<file path="config.mk">
export PLATFORM = sky130hd
export DESIGN_NAME = axil_cmd_master
export DESIGN_NICKNAME = d
export VERILOG_FILES = /design/src/rtl/axil_pkg.sv /design/src/rtl/axil_wdog.sv /design/src/rtl/axil_cmd_master.sv
export SDC_FILE = /design/constraint.sdc
export NUM_CORES = 1
export LEC_CHECK = 0
export ABC_AREA = 1
export BUFFER_PORTS_ARGS = -buffer_cell sky130_fd_sc_hd__buf_2
export CAP_MARGIN = 20
export CORE_ASPECT_RATIO = 2
export CORE_MARGIN = 8
export CORE_UTILIZATION = 30
export DETAILED_ROUTE_END_ITERATION = 10
export GPL_TIMING_DRIVEN = 0
export SKIP_CTS_REPAIR_TIMING = 1
export SYNTH_ARGS = -nofsm -noshare
export SYNTH_HDL_FRONTEND = slang
export SYNTH_SLANG_ARGS = --single-unit
</file>
<file path="constraint.sdc">
create_clock -name CLK -period 6.52 [get_ports CLK]
set_input_delay 1.304 -clock CLK [delete_from_list [all_inputs] [get_ports CLK]]
set_output_delay 1.304 -clock CLK [all_outputs]
set_load 0.03 [all_outputs]
</file>
<file path="src/rtl/axil_pkg.sv">
// ---------------------------------------------------------------------------
// axil_pkg
// Types and constants shared by the AXI4-Lite command master:
//   - axil_state_e : FSM state encoding (IDLE, WR, WR_B, RD_A, RD_R, RSP)
//   - RESP_*       : AXI response codes OKAY / EXOKAY / SLVERR / DECERR
//   - AXI_PROT     : fixed protection attribute driven on AWPROT/ARPROT
//   - data_w_legal : legality check for the data-width parameter (32 or 64)
// ---------------------------------------------------------------------------
package axil_pkg;

  typedef enum logic [2:0] {
    ST_IDLE = 3'd0,
    ST_WR   = 3'd1,
    ST_WR_B = 3'd2,
    ST_RD_A = 3'd3,
    ST_RD_R = 3'd4,
    ST_RSP  = 3'd5
  } axil_state_e;

  localparam logic [1:0] RESP_OKAY   = 2'b00;
  localparam logic [1:0] RESP_EXOKAY = 2'b01;
  localparam logic [1:0] RESP_SLVERR = 2'b10;
  localparam logic [1:0] RESP_DECERR = 2'b11;

  localparam logic [2:0] AXI_PROT = 3'b000;

  function automatic bit data_w_legal(input int w);
    return (w == 32) || (w == 64);
  endfunction

endpackage

</file>
<file path="src/rtl/axil_wdog.sv">
// ---------------------------------------------------------------------------
// axil_wdog
// Loadable down-counter used as a per-state watchdog. A load pulse reloads
// the count; otherwise it decrements and saturates at zero. 'expired' is high
// whenever the count is zero.
// Ports:
//   clk, rst       : clock, asynchronous active-high reset
//   load, load_val : synchronous reload request and value
//   expired        : count has reached zero
// ---------------------------------------------------------------------------
module axil_wdog #(
  parameter int CNT_W = 8
) (
  input  logic             clk,
  input  logic             rst,
  input  logic             load,
  input  logic [CNT_W-1:0] load_val,
  output logic             expired
);

  logic [CNT_W-1:0] count_q, count_d;

  always_comb begin
    count_d = count_q;
    if (load) begin
      count_d = load_val;
    end else if (count_q != '0) begin
      count_d = count_q - 1'b1;
    end
  end

  always_ff @(posedge clk or posedge rst) begin
    if (rst) begin
      count_q <= '0;
    end else begin
      count_q <= count_d;
    end
  end

  assign expired = (count_q == '0);

endmodule

</file>
<file path="src/rtl/axil_cmd_master.sv">
// ---------------------------------------------------------------------------
// axil_cmd_master
// Turns single read/write commands into AXI4-Lite transactions and returns
// one response pulse per command.
// Optional feature macro: AXIL_TIMEOUT_EN (per-state watchdog abort).
// Ports:
//   CLK, RST                    : clock, asynchronous active-high reset
//   cmd_valid/cmd_ready         : command handshake, ready only in IDLE
//   cmd_wr/addr/wdata/wstrb     : command payload, latched on acceptance
//   rsp_valid                   : one-cycle completion pulse
//   rsp_rdata/rsp_resp          : captured RDATA (held) and BRESP/RRESP
//   rsp_timeout                 : aborted by watchdog (0 without the macro)
//   M_AXI_AW*/W*/B*/AR*/R*      : AXI4-Lite master channels
//   dbg_state                   : current FSM state
// Handshakes: a transfer happens on a rising edge where valid and ready are
// both high; a valid, once raised, stays high with stable payload until that
// edge and is removed on the edge itself.
// ---------------------------------------------------------------------------
module axil_cmd_master
  import axil_pkg::*;
#(
  parameter int ADDR_W      = 32,
  parameter int DATA_W      = 32,
  parameter int TIMEOUT_CYC = 256
) (
  input  logic                CLK,
  input  logic                RST,
  input  logic                cmd_valid,
  output logic                cmd_ready,
  input  logic                cmd_wr,
  input  logic [ADDR_W-1:0]   cmd_addr,
  input  logic [DATA_W-1:0]   cmd_wdata,
  input  logic [DATA_W/8-1:0] cmd_wstrb,
  output logic                rsp_valid,
  output logic [DATA_W-1:0]   rsp_rdata,
  output logic [1:0]          rsp_resp,
  output logic                rsp_timeout,
  output logic [ADDR_W-1:0]   M_AXI_AWADDR,
  output logic [2:0]          M_AXI_AWPROT,
  output logic                M_AXI_AWVALID,
  input  logic                M_AXI_AWREADY,
  output logic [DATA_W-1:0]   M_AXI_WDATA,
  output logic [DATA_W/8-1:0] M_AXI_WSTRB,
  output logic                M_AXI_WVALID,
  input  logic                M_AXI_WREADY,
  input  logic [1:0]          M_AXI_BRESP,
  input  logic                M_AXI_BVALID,
  output logic                M_AXI_BREADY,
  output logic [ADDR_W-1:0]   M_AXI_ARADDR,
  output logic [2:0]          M_AXI_ARPROT,
  output logic                M_AXI_ARVALID,
  input  logic                M_AXI_ARREADY,
  input  logic [DATA_W-1:0]   M_AXI_RDATA,
  input  logic [1:0]          M_AXI_RRESP,
  input  logic                M_AXI_RVALID,
  output logic                M_AXI_RREADY,
  output logic [2:0]          dbg_state
);

  localparam int STRB_W = DATA_W / 8;

  if (!data_w_legal(DATA_W) || TIMEOUT_CYC < 1) begin : g_bad_param
    $error("axil_cmd_master: DATA_W must be 32 or 64 and TIMEOUT_CYC >= 1");
  end

  axil_state_e         state_q, state_d;
  logic [ADDR_W-1:0]   addr_q, addr_d;
  logic [DATA_W-1:0]   wdata_q, wdata_d;
  logic [STRB_W-1:0]   wstrb_q, wstrb_d;
  logic                awvalid_q, awvalid_d;
  logic                wvalid_q, wvalid_d;
  logic                bready_q, bready_d;
  logic                arvalid_q, arvalid_d;
  logic                rready_q, rready_d;
  logic                rsp_valid_q, rsp_valid_d;
  logic [DATA_W-1:0]   rsp_rdata_q, rsp_rdata_d;
  logic [1:0]          rsp_resp_q, rsp_resp_d;
  logic                aw_hs, w_hs;

  assign aw_hs = awvalid_q && M_AXI_AWREADY;
  assign w_hs  = wvalid_q && M_AXI_WREADY;

`ifdef AXIL_TIMEOUT_EN
  localparam int CNT_W = $clog2(TIMEOUT_CYC + 1);
  logic rsp_timeout_q, rsp_timeout_d;
  logic wd_load, wd_expired;

  // Reload on every state change so each wait state gets a full budget;
  // expiry then lands on the TIMEOUT_CYC-th cycle spent in that state.
  assign wd_load = (state_d != state_q);

  axil_wdog #(.CNT_W(CNT_W)) u_wdog (
    .clk      (CLK),
    .rst      (RST),
    .load     (wd_load),
    .load_val (CNT_W'(TIMEOUT_CYC - 1)),
    .expired  (wd_expired)
  );
`endif

  always_comb begin
    state_d     = state_q;
    addr_d      = addr_q;
    wdata_d     = wdata_q;
    wstrb_d     = wstrb_q;
    awvalid_d   = awvalid_q;
    wvalid_d    = wvalid_q;
    bready_d    = bready_q;
    arvalid_d   = arvalid_q;
    rready_d    = rready_q;
    rsp_rdata_d = rsp_rdata_q;
    rsp_resp_d  = rsp_resp_q;
`ifdef AXIL_TIMEOUT_EN
    rsp_timeout_d = rsp_timeout_q;
`endif

    case (state_q)
      ST_IDLE: begin
        if (cmd_valid) begin
          addr_d  = cmd_addr;
          wdata_d = cmd_wdata;
          wstrb_d = cmd_wstrb;
          if (cmd_wr) begin
            state_d   = ST_WR;
            awvalid_d = 1'b1;
            wvalid_d  = 1'b1;
          end else begin
            state_d   = ST_RD_A;
            arvalid_d = 1'b1;
          end
        end
      end
      ST_WR: begin
        if (aw_hs) awvalid_d = 1'b0;
        if (w_hs)  wvalid_d  = 1'b0;
        // Leave once both channels are done, whether they finished earlier
        // (valid already low) or finish on this edge.
        if ((aw_hs || !awvalid_q) && (w_hs || !wvalid_q)) begin
          state_d  = ST_WR_B;
          bready_d = 1'b1;
        end
      end
      ST_WR_B: begin
        if (M_AXI_BVALID) begin
          state_d    = ST_RSP;
          bready_d   = 1'b0;
          rsp_resp_d = M_AXI_BRESP;
`ifdef AXIL_TIMEOUT_EN
          rsp_timeout_d = 1'b0;
`endif
        end
      end
      ST_RD_A: begin
        if (M_AXI_ARREADY) begin
          state_d   = ST_RD_R;
          arvalid_d = 1'b0;
          rready_d  = 1'b1;
        end
      end
      ST_RD_R: begin
        if (M_AXI_RVALID) begin
          state_d     = ST_RSP;
          rready_d    = 1'b0;
          rsp_rdata_d = M_AXI_RDATA;
          rsp_resp_d  = M_AXI_RRESP;
`ifdef AXIL_TIMEOUT_EN
          rsp_timeout_d = 1'b0;
`endif
        end
      end
      ST_RSP: begin
        state_d = ST_IDLE;
      end
      default: begin
        state_d = ST_IDLE;
      end
    endcase

`ifdef AXIL_TIMEOUT_EN
    // A handshake completing on the expiry edge wins; abort only when the
    // FSM is still stuck in its wait state.
    if (wd_expired && (state_d == state_q) &&
        (state_q == ST_WR || state_q == ST_WR_B ||
         state_q == ST_RD_A || state_q == ST_RD_R)) begin
      state_d       = ST_RSP;
      awvalid_d     = 1'b0;
      wvalid_d      = 1'b0;
      bready_d      = 1'b0;
      arvalid_d     = 1'b0;
      rready_d      = 1'b0;
      rsp_rdata_d   = '0;
      rsp_resp_d    = RESP_SLVERR;
      rsp_timeout_d = 1'b1;
    end
`endif

    rsp_valid_d = (state_d == ST_RSP);
  end

  always_ff @(posedge CLK or posedge RST) begin
    if (RST) begin
      state_q     <= ST_IDLE;
      addr_q      <= '0;
      wdata_q     <= '0;
      wstrb_q     <= '0;
      awvalid_q   <= 1'b0;
      wvalid_q    <= 1'b0;
      bready_q    <= 1'b0;
      arvalid_q   <= 1'b0;
      rready_q    <= 1'b0;
      rsp_valid_q <= 1'b0;
      rsp_rdata_q <= '0;
      rsp_resp_q  <= RESP_OKAY;
`ifdef AXIL_TIMEOUT_EN
      rsp_timeout_q <= 1'b0;
`endif
    end else begin
      state_q     <= state_d;
      addr_q      <= addr_d;
      wdata_q     <= wdata_d;
      wstrb_q     <= wstrb_d;
      awvalid_q   <= awvalid_d;
      wvalid_q    <= wvalid_d;
      bready_q    <= bready_d;
      arvalid_q   <= arvalid_d;
      rready_q    <= rready_d;
      rsp_valid_q <= rsp_valid_d;
      rsp_rdata_q <= rsp_rdata_d;
      rsp_resp_q  <= rsp_resp_d;
`ifdef AXIL_TIMEOUT_EN
      rsp_timeout_q <= rsp_timeout_d;
`endif
    end
  end

`ifdef AXIL_TIMEOUT_EN
  assign rsp_timeout = rsp_timeout_q;
`else
  assign rsp_timeout = 1'b0;
`endif

  assign cmd_ready     = (state_q == ST_IDLE);
  assign rsp_valid     = rsp_valid_q;
  assign rsp_rdata     = rsp_rdata_q;
  assign rsp_resp      = rsp_resp_q;
  assign M_AXI_AWADDR  = addr_q;
  assign M_AXI_AWPROT  = AXI_PROT;
  assign M_AXI_AWVALID = awvalid_q;
  assign M_AXI_WDATA   = wdata_q;
  assign M_AXI_WSTRB   = wstrb_q;
  assign M_AXI_WVALID  = wvalid_q;
  assign M_AXI_BREADY  = bready_q;
  assign M_AXI_ARADDR  = addr_q;
  assign M_AXI_ARPROT  = AXI_PROT;
  assign M_AXI_ARVALID = arvalid_q;
  assign M_AXI_RREADY  = rready_q;
  assign dbg_state     = state_q;

endmodule

</file>
==> results.md, run 1 <==
* Status: complete, no violations
* Area leader, netlist: dfrtp_1
* Part of the cycle the worst path needs at 0.409
* Crit path from: dbg_state[2]$_DFF_PP0_
* Routed WL per cell at 14.4 µm
* Critical Path Sink Type: output pin
* Setup crit end: cmd_ready
* Setup TNS at 0 ns
* Worst path max stage delay at 0.37 ns
* Die Footprint at 19900 µm²
* Highest-delay cell along the critical path: dfrtp_1
* Clock tree root driver cell: clkbuf_16
* Via count at 4239
* GP Congestion at 0.757
* # DRC at 0
* Data arrival, critical path at 1.36 ns
* Reg power frac at 0.319
* #FFs+latches synth at 111
* Reg2reg end: M_AXI_ARADDR[9]$_DFFE_PP0P_
* Syn Area/Cell at 8.52 µm²
* Clock skew at about 0.014 ns
* Worst R2R Start: dbg_state[2]$_DFF_PP0_
* Final Max Tran Viols at 0
* Synth top area share at 0.601
* Hold WS at approximately 0.47 ns
* WL final at between 10000 and 15000 µm
* # H-tree levels at 3
* Largest net degree at the start of global routing at 63
* Most used cell along the critical path: buf_2
* Clock Sinks at roughly 110
* Starting DRT DRC Count at 91
* Min cycle time layout at 2.67 ns
* Max VDD drop at 0.000295 V
* Post-synthesis sequential area ratio at 0.601
* Row cnt at 64
* TritonCTS clock tree: done
* Initial core utilization at 0.304
* Layout cells sized above 1 at 0.404
* GRT Util Overall at 0.147
* Input/output buffers at 256
* Post-DRT Antenna Nets at 0
* Synth Warn # at 0
* Leakage at 3.99 nW
* Busiest grt layer: met2
* Worst hold-check path type: reg2reg
* Initial antenna violation count at 1
* Worst setup SP type: register
* WS Path Type: reg2out
* Num CTS Buffers at 9
* Worst Path Required at 5.22 ns
* Max Fclk at 375 MHz
* Power density over the cells at 585 nW/µm²
* GR Util met3 at 0.0601
* Max Cap Violations at 0
* Worst Path Max Fanout at 7
* I/O Pins at 264
* Ranking of synthesized cells by area: dfrtp_1, nand2_1, buf_4
* Pint at 1.91 mW
* First-pass DRT Iterations at 4
* Worst-skew pair later-pin latency at 0.34 ns
* Met1 Track Usage GR at 0.152
* RSZ-0062 raised after global routing: false
* Synth cell types at 17
* Clock transition at path regs at 0.07 ns
* Final Hold Fails at 0
* FF-to-FF setup slack at 4.95 ns
* Switching Power at about 1.9 mW
* Die Y at 192 µm
* Logic pwr share at 0.539
* Final setup violation count at 0
* Syn-to-layout area delta at 40.6%
* Switching Fraction at 0.497
* Routed vias/inst at 4.16
* Reg2Reg Depth at 7
* Die W at approximately 100 µm
* Hold path start: rsp_resp[1]$_DFFE_PP0P_
* First-pass GRT wire length at 23600 µm
* Clock power frac at 0.142
* Core Region at between 15000 and 20000 µm²
* Met2 Use GR at 0.264
* Clock Path Buffers at 2
* CP cell instances: buf_2 > nor2_4 > nand2_1 > inv_1 > buf_2
* Fin nets at 930
* Mapped Area at 4620 µm²
* Power, Total at between 3 and 4 mW
* Vias in the first global route at 4452
* Final HPWL DP at 11700 µm
* Global route overflow at 0
* Synth Instances at 543
[power groups by stage]
stage          logic, mW  registers [mW]  clock network [mW]
6_report            2.05            1.21               0.541
5_1_grt             2.23            1.26               0.595
4_1_cts             2.09            1.22               0.566
3_5_place_dp        2.09            1.22                   0
3_3_place_gp        2.07            1.22                   0
2_1_floorplan      0.810            1.84                   0
[synthesized netlist by cell type]
cell      number
buf_2         10
buf_4         40
buf_6          2
clkbuf_1       8
conb_1         1
dfrtp_1      111
inv_1         12
inv_2          3
nand2_1      333
nand3_1        6
nand3_2        2
nand4_1        4
nor2_1         3
nor2_2         1
nor2_4         1
nor3_1         3
o21ai_0        3
[area by class of cell]
type / instances / area [µm²]
inverter: 15 / 61.3
fill: 1643 / 8710
timing repair buffer: 257 / 1310
sequential: 111 / 2780
buffer: 60 / 403
antenna: 1 / 2.50
clock inverter: 4 / 37.5
clock buffer: 11 / 253
tap: 198 / 248
multi-input combinational: 363 / 1410
[registers in the layout (all words and copies together) (netlist names)]
name	count
M_AXI_ARADDR	32
M_AXI_ARVALID	1
M_AXI_AWVALID	1
M_AXI_BREADY	1
M_AXI_RREADY	1
M_AXI_WDATA	32
M_AXI_WSTRB	4
M_AXI_WVALID	1
dbg_state	3
rsp_rdata	32
rsp_resp	2
rsp_valid	1
[worst max-delay path: cells and delay by family, from the launching register on]
kind	cells	cell delay [ns]
buffers and inverters	3	0.44
DFF	1	0.37
and+or+nand+nor	2	0.21
[kinds of logic after synthesis]
logic type / count (synthesis) / share of synthesized area
simple gates: 353 / 0.296
flops: 111 / 0.601
buf+inv: 75 / 0.0993
compound gates: 3 / 0.00325
other cells: 1 / 0.000811
[layout by cell type, fill, tap and decap left out, drive strengths merged]
master | Yosys | final
buf | 52 | 309
nand3 | 8 | 8
conb | 1 | 7
dfrtp | 111 | 111
o21ai | 3 | 3
clkbuf | 8 | 19
nor3 | 3 | 3
nand2 | 333 | 333
inv | 15 | 18
nor2 | 5 | 5
nand4 | 4 | 4
clkinv | 0 | 1
diode | 0 | 1
[worst min path at each step]
| stage | end | slack (ns) | cells after the start |
|---|---|---|---|
| final | rsp_resp[1]$_DFFE_PP0P_ | 0.47 | 2 |
| after global routing | M_AXI_ARVALID$_DFFE_PP0P_ | 0.50 | 2 |
| after CTS | rsp_resp[1]$_DFFE_PP0P_ | 0.47 | 2 |
| after detailed placement | rsp_resp[1]$_DFFE_PP0P_ | 0.45 | 2 |
| after global placement | rsp_resp[0]$_DFFE_PP0P_ | 0.45 | 2 |
| after floorplan | M_AXI_ARVALID$_DFFE_PP0P_ | 0.65 | 2 |
[layer usage]
layer,up-vias,part of all wire
li1,2132,-
met1,1941,0.38
met2,156,0.52
met3,10,0.081
met4,0,0.012
met5,-,0
[per-stage QoR]
step / util / instance area (µm²) / setup WS [ns] / cells
floorplan: - / 4650 / 2.29 / 549
global placement: 0.406 / 6180 / 0.819 / 1003
detailed placement: 0.408 / 6210 / 4.17 / 1004
CTS: 0.427 / 6500 / 3.82 / 1019
global route: 0.427 / 6500 / 3.75 / 1020
finish: 0.427 / 6500 / 3.85 / 1020
Power figures use the tool's default switching activity.
==> run 2: changes to the inputs <==
--- a/config.mk
+++ b/config.mk
@@ -5,7 +5,7 @@
 export SDC_FILE = /design/constraint.sdc
 export NUM_CORES = 1
 export LEC_CHECK = 0
-export ABC_AREA = 1
+export ABC_AREA = 0
 export BUFFER_PORTS_ARGS = -buffer_cell sky130_fd_sc_hd__buf_2
 export CAP_MARGIN = 20
 export CORE_ASPECT_RATIO = 2
==> constraint.sdc (replaced) <==
create_clock -name CLK -period 2.57 [get_ports CLK]
set_input_delay 0.514 -clock CLK [delete_from_list [all_inputs] [get_ports CLK]]
set_output_delay 0.514 -clock CLK [all_outputs]
set_load 0.03 [all_outputs]
==> results.md, run 2 <==
* Post-DRT Antenna Nets at 0
* Final cell count without fillers at 796
* Part of the cycle the worst path needs at 0.717
* Vias in the first global route at 3836
* Max Cap Violations at 0
* CP cell instances: buf_6 > nor3_4 > buf_2
* Input/output buffers at roughly 260
* Ys async rst share at 1.00
* Fin nets at about 700
* Most used DFF post-synth: dfrtp_1
* Power density over the cells at approximately 1600 nW/µm²
* Leakage at 3.58 nW
* Core Region at between 15000 and 20000 µm²
* EDFF count, synth at 0
* WP buf/inv at 2
* Layout cells sized above 1 at 0.737
* Hold WS at 0.357 ns
* Final Hold Fails at 0
* Max Fclk at 543 MHz
* Relative slew slack at 0.414
* Worst-skew pair later-pin latency at 0.34 ns
* Die Y at 198 µm
* Synth Warn # at 0
* Area leader, netlist: dfrtp_1
* Synth top area share at 0.557
* Final setup violation count at 0
* Syn Area/Cell at 16.1 µm²
* Clock skew at 0.0117 ns
* Clock Path Buffers at 2
* Ranking of synthesized cells by area: dfrtp_1, mux2_4, mux2_2
* Most frequent cells in the layout: buf_2, dfrtp_1, mux2_4, buf_4, mux2_2
* Mapped Area at approximately 5000 µm²
* List of most frequent post-synthesis cells: dfrtp_1, mux2_4, buf_4
* Cell with the most instances after synthesis: dfrtp_1
* Min cycle time layout at 1.84 ns
* First-pass DRT Iterations at 4
* Row cnt at 67
* Place WS at 0.793 ns
* Max VDD drop at 0.000756 V
* Fillers at 1589
* First-pass GRT wire length at between 20000 and 25000 µm
* Placed cell count at 781
* Clock tree root driver cell: clkbuf_16
* Die Footprint at 21300 µm²
* Antenna diodes at 0
* Post-route setup slack at 0.728 ns
* Largest net degree at the start of global routing at just over 40
* Worst Path Max Fanout at 10
* Critical Path Sink Type: output pin
* Num CTS Buffers at 9
* Syn-to-layout area delta at 38.2%
* Clock Sinks at 111
* Global route overflow at 0
* WS Path Type: reg2out
* Worst setup SP type: register
* Seq. cell area at 2780 µm²
* # H-tree levels at 3
* Worst path max stage delay at between 0.3 and 0.4 ns
* Routed WL per cell at 16.7 µm
* Worst hold-check path type: in2async
* WL final at around 13000 µm
* Clock transition at path regs at 0.07 ns
* Starting DRT DRC Count at 58
* Commonest non-fill, non-tap cell in the layout: buf_2
* Routed vias/inst at 4.30
* Post-synthesis sequential area ratio at 0.557
* Die W at 107 µm
* Slew @ Worst Pin at 0.877 ns
* GP Congestion at between 0.7 and 0.8
* Post-layout util at 0.418
* RSZ-0062 raised after global routing: false
* #FFs+latches synth at around 110
* Data arrival, critical path at 1.33 ns
* Final Max Tran Viols at 0
* Delay-heaviest family, CP: flip-flops
* Initial core utilization at 0.302
* GRT Util Overall at 0.123
* Status: complete, no violations
* TritonCTS clock tree: done
* # DRC at 0
* Initial antenna violation count at 0
* Worst Path Required at a little over 2 ns
* Multi-input gate area at approximately 1700 µm²
* Final HPWL DP at 10600 µm
* Synth Instances at 310
* Synth cell types at 28
* Highest-delay cell along the critical path: dfrtp_1
* Via count at 3422
* I/O Pins at 264
## run 2: layout make-up
class | count | area share
buffer | 54 | 0.0740
clock inverter | 3 | 0.00617
tap | 207 | 0.0376
sequential | 111 | 0.403
clock buffer | 12 | 0.0372
multi-input combinational | 148 | 0.249
inverter | 3 | 0.00218
timing repair buffer | 258 | 0.192
## run 2: logic make-up (layout without fill, tap and decap cells)
kind of cell,after synthesis,count (layout),synth area share
AND/OR/NAND/NOR,24,24,0.0326
buffers and inverters,57,330,0.105
flip-flops,111,111,0.557
other,1,7,0.000751
AO/OA/AOI/OAI,12,12,0.0178
multiplexers,105,105,0.288
## run 2: report_power, final
part           total, mW  internal [mW]  leakage, nW  switching (mW)
registers           3.18           2.64         1.32           0.541
logic               6.34           2.63         2.11            3.72
clock network       1.40          0.803        0.145           0.597
total               10.9           6.07         3.58            4.86
## run 2: final timing paths
check,to,cells after the start,start,slack [ns]
setup / recovery,cmd_ready,3,dbg_state[0]$_DFF_PP0_,0.73
hold / removal,M_AXI_ARADDR[8]$_DFFE_PP0P_,2,RST,0.36
setup reg to reg,rsp_resp[1]$_DFFE_PP0P_,4,dbg_state[2]$_DFF_PP0_,0.82
hold reg to reg,rsp_rdata[19]$_DFFE_PP0P_,1,rsp_rdata[19]$_DFFE_PP0P_,0.50
max in group asynchronous,rsp_rdata[19]$_DFFE_PP0P_,3,RST,1.54
min in group CLK,M_AXI_WDATA[21]$_DFFE_PP0P_,2,cmd_wdata[21],0.39
## run 2: per-layer routing
| layer | up-vias | GRT usage | routed length (µm) |
|---|---|---|---|
| met5 | - | 0 | 0 |
| met4 | 0 | 0.0467 | 162 |
| met3 | 9 | 0.0707 | 2090 |
| met2 | 222 | 0.179 | 5610 |
| met1 | 1619 | 0.147 | 5470 |
| li1 | 1572 | - | - |
## run 2: through the flow
stage / setup TNS [ns] / cell area, µm² / power [mW]
5_1_grt: 0 / 6900 / 11.6
3_5_place_dp: 0 / 6600 / 9.62
4_1_cts: 0 / 6900 / 11.1
6_report: 0 / 6900 / 10.9
2_1_floorplan: 0 / 5020 / 7.86
3_3_place_gp: -9.71 / 6560 / 9.56
